### src/rtl/spi_pkg.sv
// Shared SPI definitions: bus mode encoding, byte width and
// the controller state encoding used by spi_controller.
package spi_pkg;

    localparam int unsigned SPI_BYTE_W = 8;

    typedef enum logic [1:0] {
        SPI_MODE0 = 2'd0,
        SPI_MODE1 = 2'd1,
        SPI_MODE2 = 2'd2,
        SPI_MODE3 = 2'd3
    } spi_mode_e;

    localparam spi_mode_e SPI_MODE = SPI_MODE0;

    typedef enum logic [2:0] {
        ST_IDLE,
        ST_LOAD,
        ST_LOW,
        ST_HIGH,
        ST_HOLD,
        ST_GAP
    } spi_state_e;

    function automatic logic spi_cpol(input spi_mode_e mode);
        return mode[1];
    endfunction

endpackage

### src/rtl/spi_clock_divider.sv
// Half-period timer: counts while enabled and flags the first,
// next-to-last and last cycle of each SCK phase.
module spi_clock_divider #(
    parameter int unsigned HALF_PERIOD = 4
) (
    input  logic clk_i,
    input  logic rst_i,
    input  logic en_i,
    output logic first_o,
    output logic pre_end_o,
    output logic end_o
);

    localparam logic [7:0] LAST = 8'(HALF_PERIOD - 1);
    localparam logic [7:0] PRE  = 8'(HALF_PERIOD - 2);

    logic [7:0] cnt_q;
    logic [7:0] cnt_d;

    assign first_o   = en_i && (cnt_q == 8'd0);
    assign pre_end_o = en_i && (cnt_q == PRE);
    assign end_o     = en_i && (cnt_q == LAST);

    // Restart at zero when idle or at the end of a phase
    always_comb begin
        cnt_d = cnt_q + 8'd1;
        if (!en_i || end_o) begin
            cnt_d = 8'd0;
        end
    end

    // Phase counter register
    always_ff @(posedge clk_i) begin
        if (rst_i) begin
            cnt_q <= 8'd0;
        end else begin
            cnt_q <= cnt_d;
        end
    end

endmodule

### src/rtl/spi_controller.sv
// SPI mode-0 controller: address byte then length_in data bytes,
// MSB first, with tx handshake and per-byte rx pulses.
module spi_controller
    import spi_pkg::*;
#(
    parameter int unsigned HALF_PERIOD = 4
) (
    input  logic       clock,
    input  logic       reset,
    input  logic       start_in,
    input  logic [7:0] address_in,
    input  logic [7:0] length_in,
    input  logic [7:0] tx_data_in,
    input  logic       tx_data_in_valid,
    output logic       tx_data_in_ready,
    output logic [7:0] rx_data_out,
    output logic       rx_data_out_valid,
    output logic       busy_out,
    output logic       done_out,
    output logic       spi_select_out,
    output logic       spi_clock_out,
    output logic       spi_data_out,
    input  logic       spi_data_in
);

    localparam logic CPOL = spi_cpol(SPI_MODE);

    spi_state_e state_q;
    logic [7:0] addr_q;
    logic [6:0] sr_q;
    logic [6:0] rxsr_q;
    logic [7:0] rx_q;
    logic       rxv_q;
    logic       done_q;
    logic       busy_q;
    logic       sel_q;
    logic       sck_q;
    logic       mosi_q;
    logic       ready_q;
    logic [2:0] bit_q;
    logic [8:0] byte_q;
    logic [8:0] total_q;

    logic first_byte;
    logic div_en;
    logic ph_first;
    logic ph_pre;
    logic ph_end;

    assign first_byte = (byte_q == 9'd0);

    // The address LOAD is timed so select leads the first SCK edge
    // by a half period; data LOADs wait only on the tx handshake.
    assign div_en = (state_q == ST_LOW)  || (state_q == ST_HIGH) ||
                    (state_q == ST_HOLD) || (state_q == ST_GAP)  ||
                    ((state_q == ST_LOAD) && first_byte);

    spi_clock_divider #(
        .HALF_PERIOD(HALF_PERIOD)
    ) u_div (
        .clk_i    (clock),
        .rst_i    (reset),
        .en_i     (div_en),
        .first_o  (ph_first),
        .pre_end_o(ph_pre),
        .end_o    (ph_end)
    );

    assign tx_data_in_ready  = ready_q;
    assign rx_data_out       = rx_q;
    assign rx_data_out_valid = rxv_q;
    assign busy_out          = busy_q;
    assign done_out          = done_q;
    assign spi_select_out    = sel_q;
    assign spi_clock_out     = sck_q;
    assign spi_data_out      = mosi_q;

    // Transaction FSM with registered bus and status outputs
    always_ff @(posedge clock) begin
        if (reset) begin
            state_q <= ST_IDLE;
            addr_q  <= 8'h00;
            sr_q    <= 7'h00;
            rxsr_q  <= 7'h00;
            rx_q    <= 8'h00;
            rxv_q   <= 1'b0;
            done_q  <= 1'b0;
            busy_q  <= 1'b0;
            sel_q   <= 1'b1;
            sck_q   <= CPOL;
            mosi_q  <= 1'b0;
            ready_q <= 1'b0;
            bit_q   <= 3'd0;
            byte_q  <= 9'd0;
            total_q <= 9'd0;
        end else begin
            rxv_q  <= 1'b0;
            done_q <= 1'b0;
            unique case (state_q)
                ST_IDLE: begin
                    if (start_in) begin
                        addr_q  <= address_in;
                        total_q <= {1'b0, length_in} + 9'd1;
                        byte_q  <= 9'd0;
                        bit_q   <= 3'd0;
                        busy_q  <= 1'b1;
                        sel_q   <= 1'b0;
                        ready_q <= 1'b0;
                        state_q <= ST_LOAD;
                    end
                end
                ST_LOAD: begin
                    if (first_byte) begin
                        if (ph_end) begin
                            sr_q    <= addr_q[6:0];
                            mosi_q  <= addr_q[7];
                            state_q <= ST_LOW;
                        end
                    end else if (tx_data_in_valid) begin
                        sr_q    <= tx_data_in[6:0];
                        mosi_q  <= tx_data_in[7];
                        ready_q <= 1'b0;
                        state_q <= ST_LOW;
                    end
                end
                ST_LOW: begin
                    if (ph_end) begin
                        sck_q   <= ~CPOL;
                        state_q <= ST_HIGH;
                    end
                end
                ST_HIGH: begin
                    if (ph_first) begin
                        rxsr_q <= {rxsr_q[5:0], spi_data_in};
                        if ((bit_q == 3'd7) && !first_byte) begin
                            rx_q  <= {rxsr_q, spi_data_in};
                            rxv_q <= 1'b1;
                        end
                    end
                    if (ph_end) begin
                        sck_q <= CPOL;
                        sr_q  <= {sr_q[5:0], 1'b0};
                        bit_q <= bit_q + 3'd1;
                        if (bit_q == 3'd7) begin
                            byte_q <= byte_q + 9'd1;
                            mosi_q <= 1'b0;
                            if ((byte_q + 9'd1) < total_q) begin
                                ready_q <= 1'b1;
                                state_q <= ST_LOAD;
                            end else begin
                                state_q <= ST_HOLD;
                            end
                        end else begin
                            mosi_q  <= sr_q[6];
                            state_q <= ST_LOW;
                        end
                    end
                end
                ST_HOLD: begin
                    if (ph_end) begin
                        sel_q   <= 1'b1;
                        state_q <= ST_GAP;
                    end
                end
                ST_GAP: begin
                    if (ph_pre) begin
                        done_q <= 1'b1;
                    end
                    if (ph_end) begin
                        busy_q  <= 1'b0;
                        state_q <= ST_IDLE;
                    end
                end
                default: state_q <= ST_IDLE;
            endcase
        end
    end

endmodule

### config.mk
export PLATFORM = sky130hd
export DESIGN_NAME = spi_controller
export DESIGN_NICKNAME = d
export VERILOG_FILES = /design/src/rtl/spi_pkg.sv /design/src/rtl/spi_clock_divider.sv /design/src/rtl/spi_controller.sv
export SDC_FILE = /design/constraint.sdc
export NUM_CORES = 1
export LEC_CHECK = 0
export ABC_AREA = 1
export CORE_MARGIN = 5
export CORE_UTILIZATION = 40
export CTS_CLUSTER_DIAMETER = 120
export DETAILED_ROUTE_END_ITERATION = 10
export PLACE_DENSITY_LB_ADDON = 0.1
export SKIP_CTS_REPAIR_TIMING = 1
export SYNTH_ARGS = -nofsm -noshare
export SYNTH_HDL_FRONTEND = slang
export SYNTH_HIERARCHICAL = 1
export SYNTH_SLANG_ARGS = --single-unit
export TNS_END_PERCENT = 100
### constraint.sdc
create_clock -name clock -period 2.41 [get_ports clock]
set_input_delay 0.241 -clock clock [delete_from_list [all_inputs] [get_ports clock]]
set_output_delay 0.241 -clock clock [all_outputs]
set_load 0.01 [all_outputs]
; ---- After elaboration in Yosys (flattened, before gate mapping)
; Cells that the tools add are included.
[totals]
ff_bits = 69
inputBits = 29
output_inout_bits = 15
word_cells = 122
[classes]
addsub = 4
n_lt_le_gt_ge = 1
eq_ne = 19
muxes = 44
bitwise_logic = 3
n_reduce_logical = 35
[op_table]
columns = op, count
row1 = 3-bit two-way mux, 12
row2 = 7-bit two-way mux, 4
row3 = 9-bit two-way mux, 3
row4 = 3-bit one-hot mux with 6 select lines, 1
row5 = 9-bit one-hot mux with 2 select lines, 1
row6 = 8-bit by 2-bit equality test with 1-bit output (second input constant), 2
row7 = 1-bit two-way mux, 16
row8 = 3-bit AND reduction, 5
row9 = 7-bit one-hot mux with 2 select lines, 1
row10 = 7-bit AND reduction, 2
row11 = 2-bit by 1-bit inequality test with 1-bit output (second input constant), 6
row12 = 2-bit nonzero test, 5
row13 = 8-bit by 1-bit adder with 9-bit output (second input constant), 1
row14 = 9-bit by 1-bit adder with 9-bit output (second input constant), 1
row15 = 3-bit equality test (second input constant), 3
row16 = 9-bit zero test, 1
row17 = 9-bit < comparator, 1
row18 = 8-bit by 1-bit adder with 8-bit output (second input constant), 1
row19 = 8-bit zero test, 1
row20 = 1-bit one-hot mux with 2 select lines, 4
row21 = 4-bit AND reduction, 2
row22 = 3-bit by 2-bit equality test with 1-bit output (second input constant), 2
row23 = 2-bit inequality test (second input constant), 3
row24 = 3-bit one-hot mux with 2 select lines, 1
row25 = 14 further kinds, 27

; ---- Depth between registers and ports, before layout
[depth]
word_depth = 9
mapped_depth = 19
mapped_depth_nobuf = 19

; ---- Cells and area by module
; The synthesis kept the hierarchy.
[by_module_without_submodules]
columns = module, n_inst, cells_each, area_per_inst_um2, seq_area_each_um2
row1 = spi_controller, 1, 466, 3189.3, 1221.2
row2 = spi_clock_divider, 1, 66, 452.9, 160.2

; ---- Worst setup path before layout
; Ideal clock, no wire load.
[synth_timing]
kind = flip-flop to flip-flop
from = register byte_q[0]
to = register sr_q[3]
setup_time_ns = 0.114
t_arrival_ns = 2.193
required_ns = 2.296
slack_ns = 0.103
path_stages_with_launch = 17
period_less_slack_ns = 2.307
cell_sequence = dfxtp_1 > inv_1 > ha_1 > inv_1 > nor2_1 > nand2_1 > nor2_4 > nand2_1 > nand3_1 > inv_1 > nor3_1 > inv_1 > a21oi_1 > nand2_4 > buf_6 > a21oi_1 > nor2_1
[synth_between]
elab_chain_cells = 6
word_cells_on_any_way = 10
classes_between = eq/ne (3) / mux (2) / reduce/logical (5)
[synth_lines]
columns = item, line_no
row1 = from (decl), spi_controller.sv:41  ; logic [8:0] byte_q;
row2 = from (signal assigned), spi_controller.sv:145  ; byte_q <= byte_q + 9'd1;
row3 = 9-bit zero test (*), spi_controller.sv:50  ; assign first_byte = (byte_q == 9'd0);
row4 = 1-bit logical AND (*), spi_controller.sv:56  ; ((state_q == ST_LOAD) && first_byte);
row5 = 1-bit logical OR (*), spi_controller.sv:55  ; (state_q == ST_HOLD) || (state_q == ST_GAP) ||
row6 = named net div_en, spi_controller.sv:45  ; logic div_en;
row7 = 1-bit logical AND (*), spi_clock_divider.sv:22  ; assign end_o = en_i && (cnt_q == LAST);
row8 = named net ph_end, spi_controller.sv:48  ; logic ph_end;
row9 = 3-bit by 2-bit inequality test with 1-bit output (no line) or 2-bit by 1-bit inequality test with 1-bit output (tied branches), -
row10 = 4-bit AND reduction (no line) (*), -
row11 = to (signal assigned), spi_controller.sv:115  ; sr_q <= addr_q[6:0];
row12 = to (signal assigned), spi_controller.sv:120  ; sr_q <= tx_data_in[6:0];
row13 = to (signal assigned), spi_controller.sv:142  ; sr_q <= {sr_q[5:0], 1'b0};
row14 = to (decl), spi_controller.sv:30  ; logic [6:0] sr_q;
; Mark *: on every way through the listed nets, which the timed path passes. The rest lies on a longest branch.
; A chain may end at the register's enable or synchronous reset.

; ---- Final worst setup path
[layout_timing]
from = register byte_q[1]
to = register sr_q[6]
; The elaborated chain is that of the path after synthesis.

==> impl.org <==
** Route
- The routed layout has 3288 vias.
- After detailed routing, the number of remaining DRC violations is 0.
- Post-detailed-routing wire length :: 8.211 mm
- For this run, the detailed router's first-pass iteration total came to 4.
- Dividing the detail-routed wire length by the instance count gives 11.78 µm.
- In the routed layout, each cell is associated on average with a via count of 4.717.
- 1st-iter DRT viols :: 134
- Antenna Nets Post-Route :: 0

** GRT
- Entering global routing, the biggest net connects 27 pins.
- For this run, the total global-route usage over all layers was measured as 15.56%.
- Via count of the first global-routing pass :: 3139
- First-pass GRT wire length :: 14.32 mm
- Total global routing overflow :: 0
- The number of antenna violations at the first check in global routing was 0.

** Final layout
- 0 antenna diodes ended up in the layout.
- Once layout is complete, the cells apart from fillers number 697.
- Of the cells placed in the final design, the portion with a size suffix greater than 1 is 11.04%.
- Number of nets in the finished design :: 629
- Relative to the synthesized area, the layout overhead comes to 24.08%.
- For this run, the share of the core covered by cells in the final layout is 51.32%.

** Timing
- Setup violations remaining at the end of the flow were counted as 0.
- Setup repair after global routing missed its margin :: false
- Period utilization :: 92.32%
- Number of pins exceeding their max-slew limit in the final report :: 0
- Between clock sinks in the finished design, the worst skew comes to 0.01533 ns.
- Relative max-transition margin :: 72.06%
- Maximum clock frequency :: 449.4 MHz
- Worst Tran Pin Value :: 0.4159 ns
- Count of endpoints failing hold in the final timing report :: 0
- Worst hold margin :: 0.4592 ns
- Shortest clock period the worst path allows after layout :: 2.225 ns
- Final critical-path setup slack :: 0.1850 ns
- Sum of negative setup slack :: 0 ns

** Worst setup path
- Along the worst path, the maximum fanout reaches 15.
- Data arrival time at the worst-slack endpoint :: 2.51 ns
- Required arrival time at the worst endpoint :: 2.69 ns
- The worst setup path is launched from a register.
- Critical path start-end classification :: reg -> reg
- The worst setup path is captured at a register.
- The number of cells on the worst reg-to-reg path is 17.

** Power
- Gate power share :: 36.0%
- Dividing total power by cell area gives a power density of 895.7 nW/µm².
- Net Switching :: 1.458 mW
- IR analysis of the VDD net gives a maximum drop of 419.3 µV.
- Net switching is 36.02% of the power.
- The analysis attributes to cell leakage a power of 2.010 nW.
- The internal portion of the total power is 2.590 mW.
- Clock network power share :: 29.6%
- Sequential power share :: 34.4%

** Clocking
- TritonCTS clock tree :: yes
- The tree built by TritonCTS fans out to 69 sinks.
- CTS placed an instance of sky130_fd_sc_hd__clkbuf_8 at the clock tree root.
- Buffers inserted during clock tree synthesis total 9.
- Clock-pin slew was measured on the worst setup and hold paths at 0.09 ns.
- The longest clock path from root to sink contains 2 buffers.
- At the later pin of the worst-skew pair, clock insertion delay measures 0.35 ns.
- Number of H-tree branching levels :: 3

** Status
- The run finished with clean final reports.

** Logic synthesis
- The synthesized design contains 69 register bits.
- Sorting the synthesized cells by area gives the leading types as sky130_fd_sc_hd__dfxtp_1, sky130_fd_sc_hd__nand2_1, sky130_fd_sc_hd__inv_1, sky130_fd_sc_hd__nor2_1, sky130_fd_sc_hd__a21oi_1.
- Ranking of synthesized cells by instance count :: sky130_fd_sc_hd__nand2_1, sky130_fd_sc_hd__dfxtp_1, sky130_fd_sc_hd__inv_1, sky130_fd_sc_hd__nor2_1, sky130_fd_sc_hd__a21oi_1
- Total standard cell area after synthesis :: 3642 µm²
- In the synthesized netlist, the number of instances is 532.
- Number of enable flip-flop cells after synthesis :: 0
- The number of nets in the synthesized netlist is 577.
- For this run, the leading register cell type out of synthesis is sky130_fd_sc_hd__dfxtp_1.
- Number of library cell types mapped by synthesis :: 32
- Share of Yosys cell area claimed by the top area cell type :: 37.93%
- For this run, the register share of the synthesized area comes to 37.93%.
- Post-Syn Area per Cell :: 6.846 µm²
- Cell type with the largest total area after synthesis :: sky130_fd_sc_hd__dfxtp_1
- Total number of yosys warnings :: 6
- Cell with the most instances after synthesis :: sky130_fd_sc_hd__nand2_1
- Async SR Flop Fraction :: 0%

** Flow run
- The tool flagged a number of max-cap violations equal to 0.

** Placed design
- # port buffers :: 43
- The wire-length estimate of the detail-placed layout is 6.159 mm.
- Total instance count after detailed placement :: 681
- Setup slack after placement :: 0.03736 ns
- RePlAce Congestion :: 0.8487

** Die
- Num ports :: 44
- Floorplan die area :: 11110 µm²
- Chip width :: 105.4 µm
- The floorplan step defined a core boundary enclosing 8806 µm².
- Once the floorplan was initialized, standard cells occupied 41.36% of the core.
- Die Span Y :: 105.4 µm
- The floorplan has 34 rows.

** Min path
- The worst hold path was traced through 2 stages.
- The min-delay analysis places its worst path in the category reg -> reg.
==> final cells by class <==
| class | instances | area [µm²] |
|---|---|---|
| clock inverters | 6 | 116.4 |
| well taps | 108 | 135.1 |
| inverters | 73 | 277.8 |
| repair buffers | 58 | 543.0 |
| multi-input cells | 373 | 1927 |
| fillers | 901 | 4287 |
| clock buffers | 10 | 137.6 |
| flip-flops and latches | 69 | 1383 |
==> per-layer routing <==
layer	vias up	share of wire, %	GRT usage [%]
li1	1781	-	-
met1	1441	50	20.53
met2	57	44	25.05
met3	9	4.2	3.729
met4	0	1.2	5.061
met5	-	0	0
==> worst paths after layout <==
kind                    end       from  slack [ns]
hold / removal    addr_q[7]  addr_q[7]        0.46
setup reg to reg    sr_q[6]  byte_q[1]        0.19
setup / recovery    sr_q[6]  byte_q[1]        0.19
hold reg to reg   addr_q[7]  addr_q[7]        0.46
==> sequential cells by signal, indices dropped and copies added, names as in the netlist <==
signal,count
byte_q,9
total_q,9
addr_q,8
rx_data_out,8
u_div/cnt_q,8
rxsr_q,7
sr_q,7
bit_q,3
state_q,3
busy_out,1
done_out,1
rx_data_out_valid,1
spi_clock_out,1
spi_data_out,1
spi_select_out,1
tx_data_in_ready,1
==> cell usage in the layout, fill, tap and decap left out, types with 3 or more instances in the layout <==
| master | n |
|---|---|
| sky130_fd_sc_hd__a21oi_1 | 44 |
| sky130_fd_sc_hd__buf_4 | 15 |
| sky130_fd_sc_hd__bufinv_16 | 3 |
| sky130_fd_sc_hd__clkbuf_8 | 10 |
| sky130_fd_sc_hd__clkdlybuf4s50_1 | 43 |
| sky130_fd_sc_hd__dfxtp_1 | 68 |
| sky130_fd_sc_hd__ha_1 | 16 |
| sky130_fd_sc_hd__inv_1 | 65 |
| sky130_fd_sc_hd__inv_2 | 7 |
| sky130_fd_sc_hd__inv_6 | 3 |
| sky130_fd_sc_hd__nand2_1 | 127 |
| sky130_fd_sc_hd__nand2_2 | 4 |
| sky130_fd_sc_hd__nand3_1 | 26 |
| sky130_fd_sc_hd__nand4_1 | 3 |
| sky130_fd_sc_hd__nor2_1 | 64 |
| sky130_fd_sc_hd__nor2_2 | 8 |
| sky130_fd_sc_hd__nor2_4 | 5 |
| sky130_fd_sc_hd__nor3_1 | 5 |
| sky130_fd_sc_hd__o21ai_0 | 38 |
| sky130_fd_sc_hd__xnor2_1 | 4 |
| sky130_fd_sc_hd__xor2_1 | 8 |
==> metrics by stage <==
step | area, µm² | total power [mW]
after floorplan | 3642 | 2.443
after global routing | 4519 | 4.356
after CTS | 4473 | 4.042
after detailed placement | 4219 | 2.833
after global placement | 4219 | 2.817
final | 4519 | 4.048
==> power by group through the flow <==
stage	logic (mW)	registers [mW]	clock network, mW
3_3_place_gp	1.40	1.42	0
5_1_grt	1.66	1.41	1.28
4_1_cts	1.42	1.39	1.23
2_1_floorplan	1.04	1.40	0
3_5_place_dp	1.41	1.42	0
6_report	1.46	1.39	1.20
==> worst max-delay path, cell delays in order, from the launching register on <==
cell	delay (ns)
sky130_fd_sc_hd__dfxtp_1	0.33
sky130_fd_sc_hd__inv_1	0.09
sky130_fd_sc_hd__ha_1	0.15
sky130_fd_sc_hd__inv_1	0.04
sky130_fd_sc_hd__nor2_1	0.07
sky130_fd_sc_hd__nand2_1	0.08
sky130_fd_sc_hd__nor2_4	0.09
sky130_fd_sc_hd__nand2_1	0.09
sky130_fd_sc_hd__nand3_2	0.08
sky130_fd_sc_hd__inv_1	0.06
sky130_fd_sc_hd__nor3_2	0.21
sky130_fd_sc_hd__inv_2	0.09
sky130_fd_sc_hd__buf_4	0.15
sky130_fd_sc_hd__a21oi_1	0.23
sky130_fd_sc_hd__nand2_4	0.15
sky130_fd_sc_hd__nand2_1	0.08
sky130_fd_sc_hd__nand2_1	0.05
sky130_fd_sc_hd__nor2_1	0.11
==> cell families after synthesis <==
| logic type | count (synthesis) | share of synthesized area [%] |
|---|---|---|
| XOR/XNOR | 13 | 3.126 |
| AO/OA/AOI/OAI | 93 | 13.47 |
| AND/OR/NAND/NOR | 251 | 29.68 |
| adder cells (fa/ha/maj) | 16 | 5.496 |
| buffers and inverters | 90 | 10.31 |
| flip-flops | 69 | 37.92 |
Note: power is estimated with default switching activity, not from simulation.
